File: src/rtl/prefetch_bus_unit.sv
// Bus interface unit: DEPTH-entry opcode prefetch queue plus a single
// outstanding memory access shared between prefetch and datapath load/store.
// Memory wait states are inserted by holding mem_ready low; flush empties the
// queue and redirects fetch, dropping the data of a fetch already on the bus.
//
// state | meaning
// ------+--------------------------------------------------------------
// IDLE  | no bus access outstanding, strobes low
// FETCH | opcode prefetch from fetch_pc in progress
// DATA  | datapath load or store in progress
module prefetch_bus_unit #(
    parameter int          AW       = 16,
    parameter int          DW       = 8,
    parameter int          DEPTH    = 4,
    parameter logic [31:0] RESET_PC = 32'h0000_FFFC
) (
    input  logic          ph1,
    input  logic          resetb,
    output logic [AW-1:0] mem_addr,
    output logic          mem_read_en,
    output logic          mem_write_en,
    output logic [DW-1:0] mem_wdata,
    input  logic [DW-1:0] mem_rdata,
    input  logic          mem_ready,
    output logic          q_valid,
    output logic [DW-1:0] q_data,
    output logic [AW-1:0] q_pc,
    input  logic          q_pop,
    input  logic          flush,
    input  logic [AW-1:0] flush_addr,
    input  logic          dreq,
    input  logic          dwe,
    input  logic [AW-1:0] daddr,
    input  logic [DW-1:0] dwdata,
    output logic          dack,
    output logic [DW-1:0] drdata
);

    localparam int              PW             = $clog2(DEPTH);
    localparam int              CW             = PW + 1;
    localparam logic [AW-1:0]   RESET_FETCH_PC = RESET_PC[AW-1:0];
    localparam logic [CW-1:0]   DEPTH_C        = CW'(DEPTH);

    typedef enum logic [1:0] {
        IDLE  = 2'd0,
        FETCH = 2'd1,
        DATA  = 2'd2
    } state_t;

    state_t          state, state_n;
    logic [AW-1:0]   fetch_pc, fetch_pc_n;
    logic [CW-1:0]   count, count_n;
    logic [PW-1:0]   head, head_n;
    logic [PW-1:0]   tail, tail_n;
    logic            discard, discard_n;

    logic [AW-1:0]   addr_n;
    logic            re_n;
    logic            we_n;
    logic [DW-1:0]   wdata_n;
    logic            dack_n;
    logic [DW-1:0]   drdata_n;

    logic [DW-1:0]   q_data_mem [DEPTH];
    logic [AW-1:0]   q_pc_mem   [DEPTH];

    logic            fetch_done;
    logic            data_done;
    logic            bus_wait;
    logic            push;
    logic            pop;

    assign fetch_done = (state == FETCH) && mem_ready;
    assign data_done  = (state == DATA)  && mem_ready;
    assign bus_wait   = (state != IDLE)  && !mem_ready;

    // A flush wins over both queue operations in the same cycle.
    assign push = fetch_done && !discard && !flush;
    assign pop  = q_pop && (count != '0) && !flush;

    assign q_valid = (count != '0);
    assign q_data  = q_valid ? q_data_mem[head] : '0;
    assign q_pc    = q_valid ? q_pc_mem[head]   : '0;

    // Queue pointers, occupancy, fetch address and the drop-next-fetch flag.
    always_comb begin
        count_n    = count;
        head_n     = head;
        tail_n     = tail;
        fetch_pc_n = fetch_pc;
        discard_n  = discard;

        if (flush) begin
            count_n    = '0;
            head_n     = '0;
            tail_n     = '0;
            fetch_pc_n = flush_addr;
            // Only a fetch still waiting on the bus needs its data dropped later;
            // one completing on this very edge is simply not pushed.
            discard_n  = (state == FETCH) && !mem_ready;
        end else begin
            if (fetch_done) begin
                discard_n = 1'b0;
            end
            if (push) begin
                tail_n     = tail + PW'(1);
                fetch_pc_n = fetch_pc + AW'(1);
            end
            if (pop) begin
                head_n = head + PW'(1);
            end
            case ({push, pop})
                2'b10:   count_n = count + CW'(1);
                2'b01:   count_n = count - CW'(1);
                default: count_n = count;
            endcase
        end
    end

    // Bus sequencing: hold during wait states, otherwise pick the next access.
    // The issue test uses the post-edge occupancy so a fetch launched on the
    // same edge as a push can never overflow the queue.
    always_comb begin
        state_n  = state;
        addr_n   = mem_addr;
        re_n     = mem_read_en;
        we_n     = mem_write_en;
        wdata_n  = mem_wdata;
        dack_n   = data_done;
        drdata_n = drdata;

        if (data_done && mem_read_en) begin
            drdata_n = mem_rdata;
        end

        if (!bus_wait) begin
            // data_done blocks a restart on the completion edge, dack on the next.
            if (dreq && !dack && !data_done) begin
                state_n = DATA;
                addr_n  = daddr;
                re_n    = !dwe;
                we_n    = dwe;
                wdata_n = dwdata;
            end else if ((count_n < DEPTH_C) && !flush) begin
                state_n = FETCH;
                addr_n  = fetch_pc_n;
                re_n    = 1'b1;
                we_n    = 1'b0;
            end else begin
                state_n = IDLE;
                re_n    = 1'b0;
                we_n    = 1'b0;
            end
        end
    end

    // Control and bus output registers.
    always_ff @(posedge ph1 or negedge resetb) begin
        if (!resetb) begin
            state        <= IDLE;
            fetch_pc     <= RESET_FETCH_PC;
            count        <= '0;
            head         <= '0;
            tail         <= '0;
            discard      <= 1'b0;
            mem_addr     <= '0;
            mem_read_en  <= 1'b0;
            mem_write_en <= 1'b0;
            mem_wdata    <= '0;
            dack         <= 1'b0;
            drdata       <= '0;
        end else begin
            state        <= state_n;
            fetch_pc     <= fetch_pc_n;
            count        <= count_n;
            head         <= head_n;
            tail         <= tail_n;
            discard      <= discard_n;
            mem_addr     <= addr_n;
            mem_read_en  <= re_n;
            mem_write_en <= we_n;
            mem_wdata    <= wdata_n;
            dack         <= dack_n;
            drdata       <= drdata_n;
        end
    end

    // Queue storage; contents are only observable through q_valid, so no reset.
    always_ff @(posedge ph1) begin
        if (push) begin
            q_data_mem[tail] <= mem_rdata;
            q_pc_mem[tail]   <= fetch_pc;
        end
    end

endmodule

File: config.mk
export PLATFORM = sky130hd
export DESIGN_NAME = prefetch_bus_unit
export DESIGN_NICKNAME = d
export VERILOG_FILES = /design/src/rtl/prefetch_bus_unit.sv
export SDC_FILE = /design/constraint.sdc
export NUM_CORES = 1
export LEC_CHECK = 0
export CAP_MARGIN = 10
export CELL_PAD_IN_SITES_DETAIL_PLACEMENT = 0
export CELL_PAD_IN_SITES_GLOBAL_PLACEMENT = 1
export CORE_AREA = 10 10 193 122
export DETAILED_ROUTE_END_ITERATION = 7
export DIE_AREA = 0 0 203 132
export PLACE_DENSITY_LB_ADDON = 0.1
export SLEW_MARGIN = 10
export SYNTH_ARGS = -nofsm -noshare
export SYNTH_HDL_FRONTEND = slang
export SYNTH_SLANG_ARGS = --single-unit
File: constraint.sdc
create_clock -name ph1 -period 3.4 [get_ports ph1]
set_clock_uncertainty 0.15 [all_clocks]
set_input_delay 0.68 -clock ph1 [delete_from_list [all_inputs] [get_ports ph1]]
set_output_delay 0.68 -clock ph1 [all_outputs]
set_load 0.01 [all_outputs]
# Word-level counts from Yosys, hierarchy flattened

Memory sizes are Yosys's and may differ from the RTL's.
Index checks and enable logic that the tools add are counted.

Output and inout bits: 60
Input bits: 55
Memory bits (writable): 96
Memories kept: 2
Bits in registers: 61

Memory list:

| memory     | words | width | read ports | clocked after Yosys merged registers in | wr ports | line | RTL |
|---|---|---|---|---|---|---|---|
| q_pc_mem   | 4     | 16    | 1          | 0                                       | 1        | 65   | `logic [AW-1:0] q_pc_mem [DEPTH];` |
| q_data_mem | 4     | 8     | 1          | 0                                       | 1        | 64   | `logic [DW-1:0] q_data_mem [DEPTH];` |

Equal/unequal tests: 4
Reduce and logical (&&, ||, !) cells: 26
Magnitude comparators: 1
Bitwise operators: 1
Add/subtract/negate cells: 5
Muxes and demuxes: 21

Operators with widths:

| operator                | count |
|---|---|
| $mux W16                | 5 |
| $add A16 B1 Y16 const B | 1 |
| $logic_and A1 B1 Y1     | 12 |
| $mux W2                 | 5 |
| $reduce_bool A2 Y1      | 5 |
| $mux W1                 | 8 |
| $mux W8                 | 1 |
| $logic_not A1 Y1        | 6 |
| $pmux W3 S2             | 1 |
| $add A2 B1 Y2 const B   | 2 |
| $eq A2 B1 Y1 const B    | 2 |
| $eq A2 B2 Y1 const B    | 2 |
| $reduce_and A2 Y1       | 2 |
| $add A3 B1 Y3 const B   | 1 |
| $lt A3 B3 Y1 const B    | 1 |
| $mux W3                 | 1 |
| $reduce_bool A3 Y1      | 1 |
| $sub A3 B1 Y3 const B   | 1 |
| $not A1 Y1              | 1 |

# Depth between registers and ports, before layout

Gate-level depths: netlist (run 1).

Word-level depth: 11
Mapped depth: 14
Gate-level depth less buffers: 11

# Worst setup path after synthesis (run 1)

No wires, ideal clock.

Path kind: in2reg
Start point: input port flush
End point: register mem_addr[0]
Stages: 12
Slack: -94 ps
Arrival: 3,220 ps
Cells stage by stage: clkbuf_2 > buf_6 > clkbuf_1 > nor2_1 > ha_1 > xor2_1 > ha_1 > a21oi_1 > mux2_2 > mux2i_1 > o21bai_2 > mux2_2

Longest elaborated chain between the ends: 9
Elaborated cells on any way between the ends: 15

RTL lines:

| element                                      | line        | RTL |
|---|---|---|
| start: declaration                           | 29          | `input logic flush,` |
| $logic_not A1 Y1                             | 78, 79, 144 |  |
| $logic_and A1 B1 Y1 (on tied branches)       | 79, 78      |  |
| $eq A2 B1 Y1 or $eq A2 B2 Y1 (tied branches) | 112         | `case ({push, pop})` |
| $pmux W3 S2                                  | 112         |  |
| $mux W3                                      | 93          | `if (flush) begin` |
| $lt A3 B3 Y1                                 | 144         | `end else if ((count_n < DEPTH_C) && !flush) begin` |
| $logic_and A1 B1 Y1                          | 144         |  |
| $reduce_bool A2 Y1 (no line)                 | n/a         |  |
| $reduce_and A2 Y1 (no line)                  | n/a         |  |
| end signal: assignment                       | 179         | `mem_addr <= addr_n;` |
| end: declaration                             | 19          | `output logic [AW-1:0] mem_addr,` |

Parallel ways exist; a longest one is shown, timed or not. The select of a mux whose other input is x is not followed.
A chain may end at the register's enable or synchronous reset.

# Worst setup path after layout (run 1)

Start point: input port mem_ready
End point: register mem_addr[2]

Longest elaborated chain between the ends: 10
Elaborated cells on any way between the ends: 21

RTL lines:

| element                                      | line | RTL |
|---|---|---|
| start: declaration                           | 24   | `input logic mem_ready,` |
| $logic_and A1 B1 Y1                          | 73   | `assign fetch_done = (state == FETCH) && mem_ready;` |
| $logic_and A1 B1 Y1 (2 in a row)             | 78   | `assign push = fetch_done && !discard && !flush;` |
| $eq A2 B1 Y1 or $eq A2 B2 Y1 (tied branches) | 112  |  |
| $pmux W3 S2                                  | 112  |  |
| $mux W3                                      | 93   |  |
| $lt A3 B3 Y1                                 | 144  |  |
| $logic_and A1 B1 Y1                          | 144  |  |
| $reduce_bool A2 Y1 (no line)                 | n/a  |  |
| $reduce_and A2 Y1 (no line)                  | n/a  |  |

Parallel ways exist; a longest one is shown, timed or not. The select of a mux whose other input is x is not followed.

==> results.sh, run 1 <==
export IMPL_cts_htree_levels=4
export IMPL_grt_pass1_vias=4678
export IMPL_cts_root_buffer="clkbuf_16"
export IMPL_grt_max_degree=30
export IMPL_grtUsageTotal=0.1355
export IMPL_rsz0062_at_grt="no"
export IMPL_ys_seq_area_frac=0.6392
export IMPL_crit_path_start_kind="primary input"
export IMPL_async_flop_share=0.3885
export IMPL_min_path_type="in2async"
export IMPL_first_iter_violations=211
export IMPL_die_w_um=203
export IMPL_min_period_over_period=0.9713
export IMPL_fmax_mhz=302.8
export IMPL_clk_latency_ns=0.42
export IMPL_syn_area_um2=6925
export IMPL_io_buffers=114
export IMPL_synth_flop_cell="edfxtp_1"
export IMPL_hold_buffers=0
export IMPL_yosysWarnings=0
export IMPL_ys_types=61
export IMPL_grt_pass1_wl_um=27880
export IMPL_crit_arrival_ns=3.46
export IMPL_io_pins=115
export IMPL_core_um2=19870
export IMPL_period_needed_ns=3.302
export IMPL_p_leak_uw=0.003267
export IMPL_drive_above_1_share=0.2301
export IMPL_slew_violations=0
export IMPL_cts_tree="built"
export IMPL_ys_seq_elements=157
export IMPL_drt_first_pass_iters=4
export IMPL_gp_congestion=0.7620
export IMPL_syn_area_per_cell_um2=14.83
export IMPL_synth_edf_count=96
export IMPL_run_status="finished clean"
export IMPL_die_h_um=132
export IMPL_wl_per_cell_um=19.81
export IMPL_cts_buffers=17
export IMPL_drcViolationCount=0
export IMPL_cp_required_ns=3.56
export IMPL_final_antenna_net_count=0
export IMPL_peakVddDrop_mv=0.3287
export IMPL_dp_hpwl_um=12750
export IMPL_cts_repair_resized=0
export IMPL_path_class="in2reg"
export IMPL_p_total_uw=5067
export IMPL_fin_cells=890
export IMPL_wl_um=17630
export IMPL_path_max_fanout=7
export IMPL_endpoint_kind="flop"
export IMPL_dp_cells=858
export IMPL_clkTransAtPathRegs_ns=0.06
export IMPL_syn_nets=531
export IMPL_post_cts_buffers=0
export IMPL_fin_nets=668
export IMPL_antenna_found_initial=0
export IMPL_synthCells=467
export IMPL_vias=4366
export IMPL_setup_violations=0
export IMPL_hold_viol_final=0
export IMPL_max_slew_margin=0.5691
export IMPL_avgViaCountPerCell=4.906
export IMPL_num_rows=40
export IMPL_powerDensity_nw_per_um2=558.5
export IMPL_worst_pin_slew_ns=0.6464
export IMPL_cts_path_max_buffers=2
export IMPL_cts_sinks=157
export IMPL_die_area_um2=26800
export IMPL_overflow=0
export IMPL_final_core_util=0.4566
export IMPL_syn_to_final_growth_pct=31.00
export IMPL_num_antenna_cells=0
export IMPL_start_util=0.3486
export IMPL_cap_violations=0
[cell type report]
| class | count | area [um^2] |
|---|---|---|
| Inverter | 11 | 41.29 |
| Sequential cell | 157 | 4428 |
| Fill cell | 1811 | 10800 |
| Clock inverter | 11 | 96.34 |
| Tap cell | 273 | 341.6 |
| Multi-Input combinational cell | 271 | 2298 |
| Timing Repair Buffer | 146 | 1426 |
| Clock buffer | 21 | 440.4 |
[logic make-up (layout without fill, tap and decap cells)]
logic type / after synthesis / after routing / synth area share
flip-flops: 157 / 157 / 0.6392
AND/OR/NAND/NOR: 131 / 131 / 0.1071
AO/OA/AOI/OAI: 64 / 64 / 0.06432
multiplexers: 55 / 55 / 0.1279
adder cells (fa/ha/maj): 9 / 9 / 0.01626
XOR/XNOR: 12 / 12 / 0.01518
buffers and inverters: 39 / 189 / 0.02999
[critical path, cell delays in order]
cell,delay [ns]
clkdlybuf4s50_1,0.52
nand4bb_4,0.13
nor2_2,0.12
inv_1,0.07
ha_1,0.21
xor2_1,0.15
ha_1,0.18
a21oi_1,0.13
mux2_2,0.37
mux2i_1,0.12
buf_4,0.15
o21bai_2,0.11
buf_4,0.18
mux2_2,0.34
[report_power, final]
part | leakage (uW) | total [uW] | internal, uW | switching (uW)
registers | 0.00159 | 2390 | 2240 | 142
clock network | 0.000251 | 1760 | 1000 | 755
logic | 0.00143 | 925 | 538 | 387
[through the flow]
stage                     setup WS (ns)  cell area, um^2  hold WS (ns)  TNS (ns)
after CTS                       0.09496             9072        0.1446         0
after detailed placement        -0.3518             8536        0.3290    -4.793
after floorplan                 0.01570             6929        0.2344         0
after global routing           0.001133             9072        0.1603         0
final                           0.09759             9072        0.1291         0
after global placement          -0.3067             8536        0.3341    -4.043
[cells in the final DEF, fill, tap and decap left out, types with 5 or more instances in the layout]
master and n:
mux4_2 24, inv_1 11, mux2_2 28, o21ai_0 17, nor2_1 21, edfxtp_1 96, xnor2_1 8, and3_1 5
dfstp_2 14, nor3_1 5, nand2_1 31, a21oi_1 12, ha_1 9, clkbuf_16 17, and2_1 25, dfrtp_1 46
nand4_1 5, nand3_1 13, clkdlybuf4s50_1 113, a22o_1 8, buf_4 28
[routing by layer]
layer  global-route usage  wire (um)  up-vias
li1                     -          -     2029
met1               0.1873       8755     2224
met2               0.2021       7991       98
met3              0.03559        686       15
met4              0.04333        196        0
met5                    0          0        -
[registers in the layout (all words and copies together) (netlist names)]
name / cells
discard: 1
mem_addr: 16
mem_write_en: 1
head: 2
tail: 2
dack: 1
q_data_mem: 32
mem_read_en: 1
count: 3
drdata: 8
q_pc_mem: 64
fetch_pc: 16
mem_wdata: 8
state: 2
[final timing paths]
check / start / to / slack, ns / cells after the start
worst max-delay path: mem_ready / mem_addr[2]$_DFFE_PN0P_ / 0.1 / 14
worst min-delay path: resetb / drdata[6]$_DFFE_PN0P_ / 0.13 / 1
worst max register to register: count[1]$_DFFE_PN0P_ / mem_addr[2]$_DFFE_PN0P_ / 0.13 / 13
worst min register to register: mem_addr[14]$_DFFE_PN0P_ / mem_addr[14]$_DFFE_PN0P_ / 0.35 / 1
max in group asynchronous: resetb / fetch_pc[13]$_DFF_PN1_ / 2.30 / 2
min in group ph1: mem_addr[14]$_DFFE_PN0P_ / mem_addr[14]$_DFFE_PN0P_ / 0.35 / 1
[Yosys cell counts, types with 2 or more instances]
cell type / count / area [um^2]
edfxtp_1: 96 / 2883
dfrtp_1: 47 / 1176
nand2_1: 31 / 116.4
mux2_2: 28 / 315.3
and2_1: 25 / 156.4
mux4_2: 24 / 540.5
nor2_1: 22 / 82.58
o21ai_0: 17 / 85.08
dfstp_2: 14 / 367.9
nand3_1: 13 / 65.06
a21oi_1: 12 / 60.06
clkbuf_1: 11 / 41.29
inv_1: 11 / 41.29
buf_2: 9 / 45.04
ha_1: 9 / 112.6
a22o_1: 8 / 70.07
xnor2_1: 8 / 70.07
nor3_1: 6 / 30.03
and3_1: 5 / 31.28
nand4_1: 5 / 31.28
a211o_1: 4 / 35.03
nor2b_1: 4 / 25.02
nor4_1: 4 / 25.02
xor2_1: 4 / 35.03
a2bb2oi_1: 3 / 26.28
clkbuf_8: 3 / 41.29
mux2i_1: 3 / 30.03
o211ai_1: 3 / 22.52
a211oi_1: 2 / 15.01
buf_6: 2 / 22.52
nor4_4: 2 / 42.54
o2bb2ai_1: 2 / 17.52
or4_1: 2 / 15.01
Power figures use the tool's default switching activity.
==> run 2, diff against run 1 <==
--- a/config.mk
+++ b/config.mk
@@ -8,9 +8,9 @@
 export CAP_MARGIN = 10
 export CELL_PAD_IN_SITES_DETAIL_PLACEMENT = 0
 export CELL_PAD_IN_SITES_GLOBAL_PLACEMENT = 1
-export CORE_AREA = 10 10 193 122
+export CORE_AREA = 2 2 185 114
 export DETAILED_ROUTE_END_ITERATION = 7
-export DIE_AREA = 0 0 203 132
+export DIE_AREA = 0 0 187 116
 export PLACE_DENSITY_LB_ADDON = 0.1
 export SLEW_MARGIN = 10
 export SYNTH_ARGS = -nofsm -noshare
==> run 2 against run 1 <==
  * Core utilization up 0.15 points
  * Sequential share of layout area down 0.16 points
  * Combinational power down 0.9%
  * Cell count down 0.11%
  * Worst hold slack better by 0.17 ns
  * Design area up 0.33%
  * Count of clock-buffer cells in the layout down 1
  * Largest cell class unchanged
==> results.sh, run 2 (synthesized netlist as in run 1, its figures left out) <==
export IMPL_largest_register_ffs=64
export IMPL_overflow=0
export IMPL_cap_violations=0
export IMPL_power_frac_clock=0.373
export IMPL_crit_path_start_kind="flop"
export IMPL_switchingPower_uw=1297
export IMPL_cp_top_family="multiplexers"
export IMPL_grt_pass1_vias=4471
export IMPL_grtUsageTotal=0.1568
export IMPL_grt_pass1_wl_um=25360
export IMPL_avgViaCountPerCell=4.867
export IMPL_regArea_um2=4428
export IMPL_io_buffers=114
export IMPL_endpoint_kind="flop"
export IMPL_fin_cells=889
export IMPL_clk_latency_ns=0.41
export IMPL_cpMaxStageDelayCell="dfrtp_1"
export IMPL_path_class="reg2reg"
export IMPL_wl_per_cell_um=18.52
export IMPL_cts_buffers=17
export IMPL_clkTransAtPathRegs_ns=0.06
export IMPL_min_period_over_period=0.9570
export IMPL_min_path_type="in2async"
export IMPL_die_w_um=187
export IMPL_final_common_cell="clkdlybuf4s50_1"
export IMPL_reg2reg_slack_ns=0.15
export IMPL_cts_sinks=157
export IMPL_vias=4327
export IMPL_io_pins=115
export IMPL_cts_htree_levels=4
export IMPL_cts_root_buffer="clkbuf_16"
export IMPL_wl_um=16470
export IMPL_drive_above_1_share=0.2354
export IMPL_path_buf_inv=2
export IMPL_max_slew_margin=0.3082
export IMPL_comb_power_share=0.174
export IMPL_dp_hpwl_um=11290
export IMPL_core_um2=19870
export IMPL_multi_input_area_um2=2301
export IMPL_final_core_util=0.4581
export IMPL_tns_ns=0
export IMPL_cp_cell_sequence="or3_1 > nand2_2 > nor2_1 > ha_1 > xor2_1 > ha_1 > a21oi_1 > mux2_2 > mux2i_1 > buf_4 > o21bai_2 > buf_4 > mux2_2"
export IMPL_final_antenna_net_count=0
export IMPL_drcViolationCount=0
export IMPL_slew_violations=0
export IMPL_cts_path_max_buffers=2
export IMPL_post_cts_buffers=0
export IMPL_start_util=0.3486
export IMPL_final_cell_mix="clkdlybuf4s50_1, edfxtp_1, dfrtp_1"
export IMPL_cts_tree="built"
export IMPL_powerDensity_nw_per_um2=578.3
export IMPL_top_register="q_pc_mem"
export IMPL_p_leak_uw=0.003301
export IMPL_worst_pin_slew_ns=1.038
export IMPL_rsz0062_at_grt="no"
export IMPL_die_area_um2=21690
export IMPL_syn_to_final_growth_pct=31.44
export IMPL_path_max_fanout=7
export IMPL_num_antenna_cells=0
export IMPL_fmax_mhz=307.3
export IMPL_reg_top3="q_pc_mem: 64 flops, q_data_mem: 32 flops"
export IMPL_crit_arrival_ns=3.40
export IMPL_drt_first_pass_iters=5
export IMPL_swShare=0.2464
export IMPL_grt_max_degree=41
export IMPL_p_int_uw=3967
export IMPL_cp_required_ns=3.55
export IMPL_setup_violations=0
export IMPL_power_frac_seq=0.453
export IMPL_gp_congestion=0.7774
export IMPL_period_needed_ns=3.254
export IMPL_num_rows=40
export IMPL_slowest_delay_ns=0.42
export IMPL_first_iter_violations=250
export IMPL_die_h_um=116
export IMPL_fin_nets=667
export IMPL_run_status="finished clean"
export IMPL_hold_viol_final=0
export IMPL_antenna_found_initial=0
export IMPL_fillers=1808
export IMPL_dp_cells=857
export IMPL_peakVddDrop_mv=0.3139
-- run 2: cell type report --
| type | instances | share of cell area |
|---|---|---|
| multi-input cells | 271 | 0.2528 |
| well taps | 273 | 0.03753 |
| flip-flops and latches | 157 | 0.4865 |
| repair buffers | 145 | 0.1520 |
| inverters | 11 | 0.004536 |
| clock inverters | 12 | 0.01759 |
| clock buffers | 20 | 0.04907 |
-- run 2: final timing paths --
path	from	end	depth (start not counted)
max in group asynchronous	resetb	mem_addr[3]$_DFFE_PN0P_	2
min	resetb	drdata[6]$_DFFE_PN0P_	1
max	count[1]$_DFFE_PN0P_	mem_addr[3]$_DFFE_PN0P_	13
max reg2reg	count[1]$_DFFE_PN0P_	mem_addr[3]$_DFFE_PN0P_	13
min reg2reg	mem_addr[13]$_DFFE_PN0P_	mem_addr[13]$_DFFE_PN0P_	1
min in group ph1	mem_addr[13]$_DFFE_PN0P_	mem_addr[13]$_DFFE_PN0P_	1
-- run 2: through the flow --
step / total power [uW] / cell area, um^2 / setup slack [ns] / hold slack, ns
floorplan: 2817 / 6929 / 0.01570 / 0.2344
global placement: 3335 / 8491 / -0.3438 / 0.3303
detailed placement: 3347 / 8491 / -0.4010 / 0.3365
CTS: 5326 / 9097 / 0.05284 / 0.3327
global route: 5490 / 9102 / 0.006841 / 0.3678
finish: 5264 / 9102 / 0.1461 / 0.2953
-- run 2: what timing repair did --
item | in CTS | in global routing
gates resized for setup | 0 | 2
hold buffers | 0 | 0
setup endpoints to repair | 0 | 8
-- run 2: power groups by stage --
stage | clock [uW] | sequential, uW | combinational [uW]
after global routing | 2090 | 2410 | 990
final | 1960 | 2380 | 917
after CTS | 2010 | 2390 | 933
after floorplan | 0 | 2460 | 357
after detailed placement | 0 | 2420 | 929
after global placement | 0 | 2410 | 920
-- run 2: per-layer routing --
metal / wire length (um) / vias up / share of wire / global-route usage
met5: 0 / - / 0 / 0
met2: 6945 / 82 / 0.42 / 0.2191
met3: 600 / 7 / 0.036 / 0.03634
li1: - / 2032 / - / -
met1: 8816 / 2206 / 0.54 / 0.2393
met4: 103 / 0 / 0.0063 / 0.05079
